===== src/rtl/if_req_pkg.sv =====
// Shared constants and types for the instruction-fetch request stage.
// Holds the reset PC, fetch-group geometry, state encoding and redirect bundle.
package if_req_pkg;

  localparam int unsigned XLEN = 32;

  localparam logic [XLEN-1:0] RESET_PC          = 32'h1C00_0000;
  localparam logic [XLEN-1:0] FETCH_GROUP_BYTES = 32'd8;

  localparam logic [0:0] ST_REQ  = 1'b0;
  localparam logic [0:0] ST_HOLD = 1'b1;

  typedef struct packed {
    logic            excep;
    logic [XLEN-1:0] excep_pc;
    logic            branch;
    logic [XLEN-1:0] branch_pc;
  } redirect_t;

  // Start of the next fetch group; wraps naturally at 2^32.
  function automatic logic [XLEN-1:0] next_group_pc(input logic [XLEN-1:0] pc);
    return (pc & ~(FETCH_GROUP_BYTES - 32'd1)) + FETCH_GROUP_BYTES;
  endfunction

endpackage


===== src/rtl/if_req_npc.sv =====
// Next fetch-PC selection: exception redirect, branch redirect, sequential or hold.
// Purely combinational; the registers live in if_req_stage.
module if_req_npc
  import if_req_pkg::*;
(
  input  redirect_t       redirect_i,
  input  logic [XLEN-1:0] fetch_pc_i,
  input  logic            advance_i,
  output logic            flush_o,
  output logic [XLEN-1:0] npc_o
);

  assign flush_o = redirect_i.excep | redirect_i.branch;

  always_comb begin
    npc_o = fetch_pc_i;
    if (redirect_i.excep) begin
      npc_o = redirect_i.excep_pc;
    end else if (redirect_i.branch) begin
      npc_o = redirect_i.branch_pc;
    end else if (advance_i) begin
      npc_o = next_group_pc(fetch_pc_i);
    end
  end

endmodule


===== src/rtl/if_req_stage.sv =====
// Instruction-fetch request stage: issues cache requests at fetch_pc and hands
// accepted two-slot fetch groups to the response stage, holding one when it stalls.
module if_req_stage
  import if_req_pkg::*;
(
  input  logic            clk,
  input  logic            rst_n,
  input  logic            excep_flush_i,
  input  logic [XLEN-1:0] excep_pc_i,
  input  logic            branch_flush_i,
  input  logic [XLEN-1:0] branch_pc_i,
  input  logic            next_allowin_i,
  output logic            inst_sram_req_o,
  output logic [XLEN-1:0] inst_sram_addr_o,
  input  logic            inst_sram_addr_ok_i,
  output logic            line1_to_next_valid_o,
  output logic            line2_to_next_valid_o,
  output logic [XLEN-1:0] to_next_pc_o,
  output logic            now_clk_inst_ram_req_o,
  output logic            inst_req_cancel_o
);

  logic [0:0]      st_q, st_d;
  logic [XLEN-1:0] fetch_pc_q, fetch_pc_d;
  logic [XLEN-1:0] held_pc_q, held_pc_d;
  logic            in_req, in_hold, accept, flush, slot_valid;
  logic [XLEN-1:0] slot_pc;
  redirect_t       redirect;

  // Gating with rst_n keeps every handshake output quiet while reset is held.
  assign in_req  = rst_n && (st_q == ST_REQ);
  assign in_hold = rst_n && (st_q == ST_HOLD);
  assign accept  = in_req && inst_sram_addr_ok_i;

  assign redirect = '{excep:     excep_flush_i,
                      excep_pc:  excep_pc_i,
                      branch:    branch_flush_i,
                      branch_pc: branch_pc_i};

  if_req_npc u_npc (
    .redirect_i (redirect),
    .fetch_pc_i (fetch_pc_q),
    .advance_i  (accept),
    .flush_o    (flush),
    .npc_o      (fetch_pc_d)
  );

  assign inst_sram_req_o  = in_req;
  assign inst_sram_addr_o = fetch_pc_q;

  assign slot_valid = !flush && (in_hold || (accept && next_allowin_i));
  assign slot_pc    = in_hold ? held_pc_q : fetch_pc_q;

  assign line1_to_next_valid_o  = slot_valid;
  assign line2_to_next_valid_o  = slot_valid && !slot_pc[2];
  assign to_next_pc_o           = slot_pc;
  assign now_clk_inst_ram_req_o = slot_valid && next_allowin_i;
  assign inst_req_cancel_o      = flush && (accept || in_hold);

  always_comb begin
    st_d      = st_q;
    held_pc_d = held_pc_q;
    if (flush) begin
      st_d = ST_REQ;
    end else if (in_hold) begin
      if (next_allowin_i) st_d = ST_REQ;
    end else if (accept && !next_allowin_i) begin
      st_d      = ST_HOLD;
      held_pc_d = fetch_pc_q;
    end
  end

  always_ff @(posedge clk or negedge rst_n) begin
    if (!rst_n) begin
      st_q       <= ST_REQ;
      fetch_pc_q <= RESET_PC;
      held_pc_q  <= '0;
    end else begin
      st_q       <= st_d;
      fetch_pc_q <= fetch_pc_d;
      held_pc_q  <= held_pc_d;
    end
  end

endmodule


===== config.mk =====
export PLATFORM = sky130hd
export DESIGN_NAME = if_req_stage
export DESIGN_NICKNAME = d
export VERILOG_FILES = /design/src/rtl/if_req_pkg.sv /design/src/rtl/if_req_npc.sv /design/src/rtl/if_req_stage.sv
export SDC_FILE = /design/constraint.sdc
export NUM_CORES = 1
export LEC_CHECK = 0
export CAP_MARGIN = 5
export CORE_MARGIN = 8
export CORE_UTILIZATION = 40
export CTS_CLUSTER_SIZE = 30
export DETAILED_ROUTE_END_ITERATION = 10
export GPL_TIMING_DRIVEN = 0
export MAX_ROUTING_LAYER = met4
export PLACE_DENSITY = 0.7
export SYNTH_ARGS = -nofsm -noshare
export SYNTH_HDL_FRONTEND = slang
export SYNTH_SLANG_ARGS = --single-unit

===== constraint.sdc =====
create_clock -name clk -period 4.6 [get_ports clk]
set_clock_uncertainty 0.2 [all_clocks]
set_input_delay 0.46 -clock clk [delete_from_list [all_inputs] [get_ports clk]]
set_output_delay 0.46 -clock clk [all_outputs]
set_load 0.005 [all_outputs]

==> flow_summary.ini <==
[min_path]
worstHoldPathType = in2async

[worst_setup_path]
end_kind = output port
crit_type = in2out
r2r_start = inst_sram_addr_o[3]
worstPathArrival_ns = 2.87
worst_ep_required_time_ns = 3.94
cp-startpoint = rst_n
crit_fanout = 71
cp-start-kind = input port
r2r_slack_ns = 2.11

[floorplan]
die_width_um = 115.9
fp.dieArea_mm2 = 0.01343
initial_core_util = 0.4102
num_rows = 36
ioPinCount = 139
die_y_um = 115.9
core_region_area_mm2 = 0.009729

[logic_synthesis]
synthDistinctLibCells = 49
yosys_register_bits = 65
synth_edf_count = 0
synth_top_area_frac = 0.3887
ys.flop_type = dfrtp_1
synthTopCellsByCount = 62 x dfrtp_1, 45 x a21oi_1, 38 x nand2_1
netlist_top_cells_area = dfrtp_1 39%, mux2_2 10%, mux2_4 9.8%
synth_most_common_cell = dfrtp_1
synthesis.nets = 476
netlist_area_mm2 = 0.003991
yosys.area.top_type = dfrtp_1
postSynthCellCount = 405
async_flop_share = 1.000
synth.avg_cell_area_um2 = 9.855
yosysWarnings = 0
yosysSeqAreaShare = 0.4085

[placed_design]
port_buffers = 138
dp_hpwl_mm = 10.04
routabilityCongestion = 0.8682
placedCellCount = 676

[clock_network]
postCtsSetupBuffers = 0
root_buffer = clkbuf_8
cts_buffers = 9
tritoncts = done
cts-resized-gates = 0
cts_max_level = 3
cts_hold_buf = 0
clkSlewWorstSetupHoldPaths_ns = 0.08
clk_path_buf_depth = 2
cts.sinks = 65
insertion_delay_ns = 0.35

[sta]
setup_violations = 0
fmax_ghz = 0.2836
slew_headroom = 0.4176
tightest_slew_ns = 0.8736
layout_min_cycle_time_ns = 3.526
fin_crit_sh = 0.7665
holdWs_ns = 0.02423
slew_violations = 0
hold_viol_final = 0
rsz0062_at_grt = no

[layout]
fin_cells = 692
fin_nets = 625
num_antenna_cells = 0
area_delta_synth_final_pct = 43.61
drive_gt1_frac = 0.1753

[power]
cellPowerDensity_mw_per_mm2 = 305.9
peakVddDrop_mv = 0.1347
p_leak_nw = 2.383

[global_route]
track_usage = 0.2081
grt_overflow = 0
grt_pass1_wl_mm = 21.19
grt_max_degree = 72
first_global_vias = 3980
antenna_found_initial = 0

[drt]
viasPerCell = 5.642
drt_first_iter_violations = 240
wirelength_mm = 13.62
wl_per_cell_um = 19.68
firstDrtPassIters = 5
drc = 0
via_count = 3904
ant_nets = 0

[outcome]
status = complete, no violations

[run]
maxCapViolCount = 0
-- metrics by stage --
step / TNS [ns] / power, W / utilization / area, um2 / setup WS (ns)
floorplan: 0 / 0.0009872 / - / 3991 / 2.540
global route: 0 / 0.001843 / 0.5891 / 5732 / 0.8362
CTS: 0 / 0.001763 / 0.5891 / 5732 / 1.022
global placement: -111.39 / 0.001256 / 0.5693 / 5539 / -1.520
detailed placement: 0 / 0.001268 / 0.5691 / 5537 / 1.032
finish: 0 / 0.001754 / 0.5891 / 5732 / 1.074
-- cells in the final DEF, fill, tap and decap left out, types with 3 or more instances in the layout --
| master | synthesis | routed |
|---|---|---|
| nand4_1 | 12 | 12 |
| a21oi_1 | 45 | 45 |
| buf_6 | 5 | 5 |
| mux2_2 | 36 | 36 |
| inv_1 | 5 | 5 |
| xor2_1 | 3 | 3 |
| clkdlybuf4s50_1 | 0 | 137 |
| o31ai_1 | 5 | 5 |
| a22oi_1 | 21 | 21 |
| a31oi_1 | 4 | 4 |
| clkbuf_1 | 17 | 17 |
| buf_2 | 8 | 8 |
| a2bb2oi_1 | 5 | 5 |
| o21ai_0 | 28 | 28 |
| clkinvlp_4 | 0 | 3 |
| nor2b_1 | 3 | 3 |
| clkbuf_8 | 0 | 9 |
| and3_1 | 8 | 8 |
| dfrtp_1 | 62 | 62 |
| nor3_1 | 3 | 3 |
| nand2_1 | 38 | 38 |
| nor2_1 | 16 | 16 |
| nand3_1 | 18 | 18 |
| mux2_4 | 26 | 26 |
| dfstp_2 | 3 | 3 |
| o22a_1 | 3 | 3 |
-- power by group --
part	switching (W)	total, W	internal [W]
logic	0.000180	0.000498	0.000318
clock network	0.000246	0.000495	0.000249
registers	0.0000895	0.000760	0.000670
-- metal layers --
| layer | vias up | share of wire | GRT usage |
|---|---|---|---|
| li1 | 1824 | - | - |
| met1 | 1894 | 0.45 | 0.2639 |
| met2 | 169 | 0.47 | 0.3299 |
| met3 | 17 | 0.071 | 0.03544 |
| met4 | 0 | 0.015 | 0.06828 |
| met5 | - | 0 | - |
-- kinds of logic (layout without fill, tap and decap cells) --
logic type | Yosys count | in the layout | synth area share
AO/OA/AOI/OAI | 126 | 126 | 0.1962
multiplexers | 63 | 63 | 0.2019
flip-flops | 65 | 65 | 0.4085
adder cells (fa/ha/maj) | 1 | 1 | 0.003134
XOR/XNOR | 4 | 4 | 0.008779
buffers and inverters | 37 | 191 | 0.04702
AND/OR/NAND/NOR | 109 | 109 | 0.1345
-- path summary, 6_finish.rpt --
| path | end | depth (start not counted) |
|---|---|---|
| worst max register to register | inst_sram_addr_o[19] | 7 |
| min in group clk | held_pc_q[2] | 1 |
| max in group asynchronous | held_pc_q[21] | 1 |
| worst max-delay path | line2_to_next_valid_o | 7 |
| worst min-delay path | held_pc_q[11] | 1 |
| worst min register to register | held_pc_q[2] | 1 |
-- flip-flops by register name (all words and copies together), names as in the netlist --
name / count
inst_sram_addr_o: 32
held_pc_q: 32
st_q: 1
-- final cells by class --
cell class	instances	area, um2
fill	906	3998
multi-input combinational	303	2173
sequential	65	1630
timing repair buffer	138	1379
buffer	32	168.9
tap	133	166.4
clock buffer	9	123.9
clock inverter	7	71.32
inverter	5	18.77
-- critical path: stages --
cell and delay, ns:
buf_4 0.66, and3b_1 0.26, clkbuf_1 0.46, nand2_1 0.10, a21oi_1 0.21, nor2b_1 0.16
clkdlybuf4s50_1 0.51
(Power assumes the default switching activity.)
